<file path="src/rtl/fp_align_sub.sv">
// fp_align_sub: exponent difference and mantissa alignment stage; ALIGN_FAST_SHIFT_EN selects a one-cycle barrel shift.
module fp_align_sub #(
  parameter int EXP_W = 5,
  parameter int MAN_W = 11
) (
  input  logic             clk,
  input  logic             rst_n,
  input  logic             in_valid,
  output logic             in_ready,
  input  logic [EXP_W-1:0] exp_a,
  input  logic [EXP_W-1:0] exp_b,
  input  logic [MAN_W-1:0] man_a,
  input  logic [MAN_W-1:0] man_b,
  output logic             out_valid,
  input  logic             out_ready,
  output logic [EXP_W-1:0] exp_max,
  output logic [MAN_W-1:0] man_big,
  output logic [MAN_W+1:0] man_small,
  output logic             sticky,
  output logic             swap
);
  localparam int SW = MAN_W + 2;
  localparam int CW = $clog2(SW + 1);
  typedef enum logic [1:0] {IDLE, DIFF, SHIFT, DONE} state_t;
  state_t state, state_nx;
  logic [EXP_W-1:0] ea, eb;
  logic [MAN_W-1:0] ma, mb;
  logic [EXP_W:0] d, mag;
  logic neg;
  logic [CW-1:0] cnt_new;
  logic [SW-1:0] small_pre;
`ifndef ALIGN_FAST_SHIFT_EN
  logic [CW-1:0] cnt;
`endif
  assign in_ready = state == IDLE;
  assign out_valid = state == DONE;
  // Exponent difference, operand selection and saturated shift amount.
  always_comb begin
    d = {1'b0, ea} - {1'b0, eb};
    neg = d[EXP_W];
    mag = neg ? -d : d;
    cnt_new = (int'(mag) > SW) ? CW'(SW) : CW'(mag);
    small_pre = neg ? {ma, 2'b00} : {mb, 2'b00};
  end
  // Next-state logic.
  always_comb begin
    state_nx = state;
    case (state)
      IDLE: state_nx = in_valid ? DIFF : IDLE;
`ifdef ALIGN_FAST_SHIFT_EN
      DIFF: state_nx = DONE;
`else
      DIFF: state_nx = (cnt_new == '0) ? DONE : SHIFT;
      SHIFT: state_nx = (cnt == CW'(1)) ? DONE : SHIFT;
`endif
      DONE: state_nx = out_ready ? IDLE : DONE;
      default: state_nx = IDLE;
    endcase
  end
  // State register.
  always_ff @(posedge clk or negedge rst_n)
    if (!rst_n) state <= IDLE;
    else state <= state_nx;
  // Operand capture, alignment datapath and held outputs.
  always_ff @(posedge clk or negedge rst_n)
    if (!rst_n) begin
      ea <= '0;
      eb <= '0;
      ma <= '0;
      mb <= '0;
      exp_max <= '0;
      man_big <= '0;
      man_small <= '0;
      sticky <= 1'b0;
      swap <= 1'b0;
`ifndef ALIGN_FAST_SHIFT_EN
      cnt <= '0;
`endif
    end else begin
      case (state)
        IDLE: if (in_valid) begin
          ea <= exp_a;
          eb <= exp_b;
          ma <= man_a;
          mb <= man_b;
        end
        DIFF: begin
          swap <= neg;
          exp_max <= neg ? eb : ea;
          man_big <= neg ? mb : ma;
`ifdef ALIGN_FAST_SHIFT_EN
          man_small <= small_pre >> cnt_new;
          sticky <= |(small_pre & ~({SW{1'b1}} << cnt_new));
`else
          man_small <= small_pre;
          sticky <= 1'b0;
          cnt <= cnt_new;
`endif
        end
`ifndef ALIGN_FAST_SHIFT_EN
        SHIFT: begin
          man_small <= man_small >> 1;
          sticky <= sticky | man_small[0];
          cnt <= cnt - CW'(1);
        end
`endif
        default: ;
      endcase
    end
endmodule

</file>
<file path="config.mk">
export PLATFORM = sky130hd
export DESIGN_NAME = fp_align_sub
export DESIGN_NICKNAME = d
export VERILOG_FILES = /design/src/rtl/fp_align_sub.sv
export SDC_FILE = /design/constraint.sdc
export NUM_CORES = 1
export LEC_CHECK = 0
export CORE_MARGIN = 4
export CORE_UTILIZATION = 50
export DETAILED_ROUTE_END_ITERATION = 7
export DONT_BUFFER_PORTS = 1
export PLACE_DENSITY = 0.66
export SYNTH_ARGS = -nofsm -noshare
export SYNTH_HDL_FRONTEND = slang
export SYNTH_SLANG_ARGS = --single-unit
</file>
<file path="constraint.sdc">
create_clock -name clk -period 5.15 [get_ports clk]
set_input_delay 0.515 -clock clk [delete_from_list [all_inputs] [get_ports clk]]
set_output_delay 0.515 -clock clk [all_outputs]
set_load 0.005 [all_outputs]
</file>
==> key figures <==
GRT
  • First-pass GRT wire length: 12.1 mm
  • Initial antenna violation count: 0
  • Largest net degree at the start of global routing: 70
  • GRT overflow: 0
  • Vias in the first global route: 2398
  • Total GRT Usage: 18.6%

Synth
  • Post-Syn Area per Cell: 11.1 um^2
  • Yosys top cell area share: 49.6%
  • Yosys warns: 0
  • Netlist cell types: 42
  • Syn Inst Count: 314
  • Async set or reset register ratio after synthesis: 100%
  • Sequential cell area fraction in the yosys report: 49.6%
  • Area of the mapped netlist: 3480 um^2
  • Synth top area cells: dfrtp_1 (50%), mux2_2 (14%), mux2i_1 (6.9%)
  • FF+latch count, synth: 69
  • Synth Flop Type: dfrtp_1
  • Number of flops mapped to enable cells by yosys: 0
  • Yosys top cell by area: dfrtp_1
  • Post-Syn Nets: 362

Clocking
  • # clock sinks: 69
  • Clk slew on worst S/H paths: 0.08 ns
  • Post_cts resized: 0
  • Clock root buffer master: clkbuf_8
  • Worst-case clock buffer depth: 2
  • CTS H-Tree Depth: 3
  • Clk_lat worst skew: 0.34 ns
  • CTS tree: built
  • Hold-fix buffers, CTS: 1
  • TritonCTS Buffers: 9
  • Postcts setup bufs: 0

Routing
  • WL/cell: 17.6 um
  • Routed vias/inst: 5.49
  • DRT iter0 DRCs: 139
  • Final wirelength: 7.26 mm
  • DR pass1 iterations: 4
  • Residual DRC count: 0
  • Routed vias: 2262
  • Post-route ant nets: 0

Setup path
  • R2R Setup Slk: 2.24 ns
  • R2R Path Start: eb[1]$_DFFE_PN0P_
  • Arr. time, crit path: 3.14 ns
  • CP Buf/Inv Count: 1
  • Slowest cell on crit path: o21a_1
  • Startpoint types: register
  • Crit-path max FO: 19
  • Worst Path Required: 5.38 ns
  • WS Path Type: register to register
  • Reg-to-Reg End: man_small[5]$_DFFE_PN0P_
  • Endpoint class of the critical path: register
  • Critical path's top delay family: compound AO/OA/AOI/OAI gates
  • Worst-case reg-to-reg path depth: 8
  • Critical Path, Cell by Cell: inv_1 -> ha_1 -> and3b_4 -> nor2_1 -> o21a_1 -> mux2i_1 -> o21ai_0 -> mux2_2
  • CP peak stage delay: 0.84 ns

Die
  • Cell row count: 30
  • Die X: 91.5 um
  • Initial Util: 51.3%
  • Die Span Y: 91.5 um
  • Ports: 69
  • Core ar.: 6790 um^2
  • Die area: 8370 um^2

Cells and area
  • Area of the multi-input gates: 1630 um^2
  • Nets: 361
  • Reg area: 1730 um^2
  • Post-Route Utilization: 55.5%
  • Area grow syn2layout: 8.11%
  • Antenna cell count: 0
  • Non-filler instance count after layout: 412
  • Share of cells above drive strength 1: 21.5%
  • Fillers: 610

STA
  • Setup violations, final: 0
  • Minimum clock period: 2.91 ns
  • Final worst slack: 2.24 ns
  • Fin. max-slew vios: 0
  • Clock skew: 0.00671 ns
  • Slew headroom: 33.1%
  • Total negative setup slack: 0 ns
  • RSZ-0062 raised after global routing: no
  • Max Freq: 344 MHz
  • Crit share post-route: 56.5%
  • Endpoints failing hold: 0
  • Worst Tran Pin Value: 1.00 ns

Placement
  • GP Congestion: 0.822
  • Port Buffers: 0
  • Inst Count DP: 397
  • Pre-CTS setup slack: 2.21 ns
  • Dpl hpwl: 5.02 mm

Run
  • Maxcap violations: 0

Outcome
  • Outcome: finished, final reports clean

Hold path
  • Hold Path Class: input pin to asynchronous set/reset pin
## per-stage QoR
stage                     instance area (um^2)  hold WS, ns
final                                     3770       0.0340
after global routing                      3770       0.0515
after CTS                                 3770       0.0511
after detailed placement                  3550        0.221
after global placement                    3550        0.222
after floorplan                           3480        0.219
## how the worst max path moves through the flow
| stage | end | from | cells past startpoint |
|---|---|---|---|
| finish | man_small[5]$_DFFE_PN0P_ | eb[1]$_DFFE_PN0P_ | 8 |
| global route | man_small[5]$_DFFE_PN0P_ | eb[1]$_DFFE_PN0P_ | 8 |
| CTS | man_small[5]$_DFFE_PN0P_ | eb[1]$_DFFE_PN0P_ | 8 |
| detailed placement | man_small[5]$_DFFE_PN0P_ | eb[1]$_DFFE_PN0P_ | 8 |
| global placement | man_small[5]$_DFFE_PN0P_ | eb[1]$_DFFE_PN0P_ | 8 |
| floorplan | cnt[0]$_DFFE_PN0P_ | ea[0]$_DFFE_PN0P_ | 8 |
## synth_stat cells (2+ instances only)
master,instances
nor2b_1,3
mux2i_1,24
o21ai_0,27
xnor2_1,4
o21a_1,4
ha_1,11
dfrtp_1,69
buf_4,2
a31oi_1,4
inv_1,14
nand3_1,5
mux2_2,44
buf_1,4
nand2_1,16
clkbuf_1,9
nor2_1,25
nor3_1,2
a21oi_1,23
## final cells by class
class	instances	area share, %
Clock buffer	10	3.65
Sequential cell	69	45.8
Tap cell	96	3.19
Clock inverter	4	1.33
Multi-Input combinational cell	215	43.3
Timing Repair Buffer	4	1.33
Inverter	14	1.39
## state kept, by name (all words and copies together) (netlist names)
name / flops
exp_max: 5
cnt: 4
ea: 5
mb: 11
man_big: 11
man_small: 13
eb: 5
sticky: 1
swap: 1
state: 2
ma: 11
## cell families (layout without fill, tap and decap cells)
kind of cell / count (synthesis) / in the layout / synth area share, %
AO/OA/AOI/OAI: 66 / 66 / 10.7
XOR/XNOR: 5 / 5 / 1.26
adder cells (fa/ha/maj): 12 / 12 / 4.52
buffers and inverters: 30 / 32 / 3.66
flip-flops: 69 / 69 / 49.6
multiplexers: 70 / 70 / 21.9
AND/OR/NAND/NOR: 62 / 62 / 8.44
## layout by cell type, fill, tap and decap left out, types with 10 or more instances in the layout
cell and count:
clkbuf_8 10, dfrtp_1 69, mux2_2 44, ha_1 11
o21ai_0 27, nand2_1 16, nor2_1 25, mux2i_1 24
inv_1 14, a21oi_1 23
## routing by layer
metal  GRT usage, %  vias to the layer above  routed length, um
li1               -                     1089                  -
met1           20.8                     1113               2980
met2           31.8                       50               3690
met3           7.46                       10                467
met4           7.04                        0                114
met5              0                        -                  0
Power is left out: the tool's default activity adds up to more than one toggle a clock period on the data nets, which glitch-free logic cannot reach.
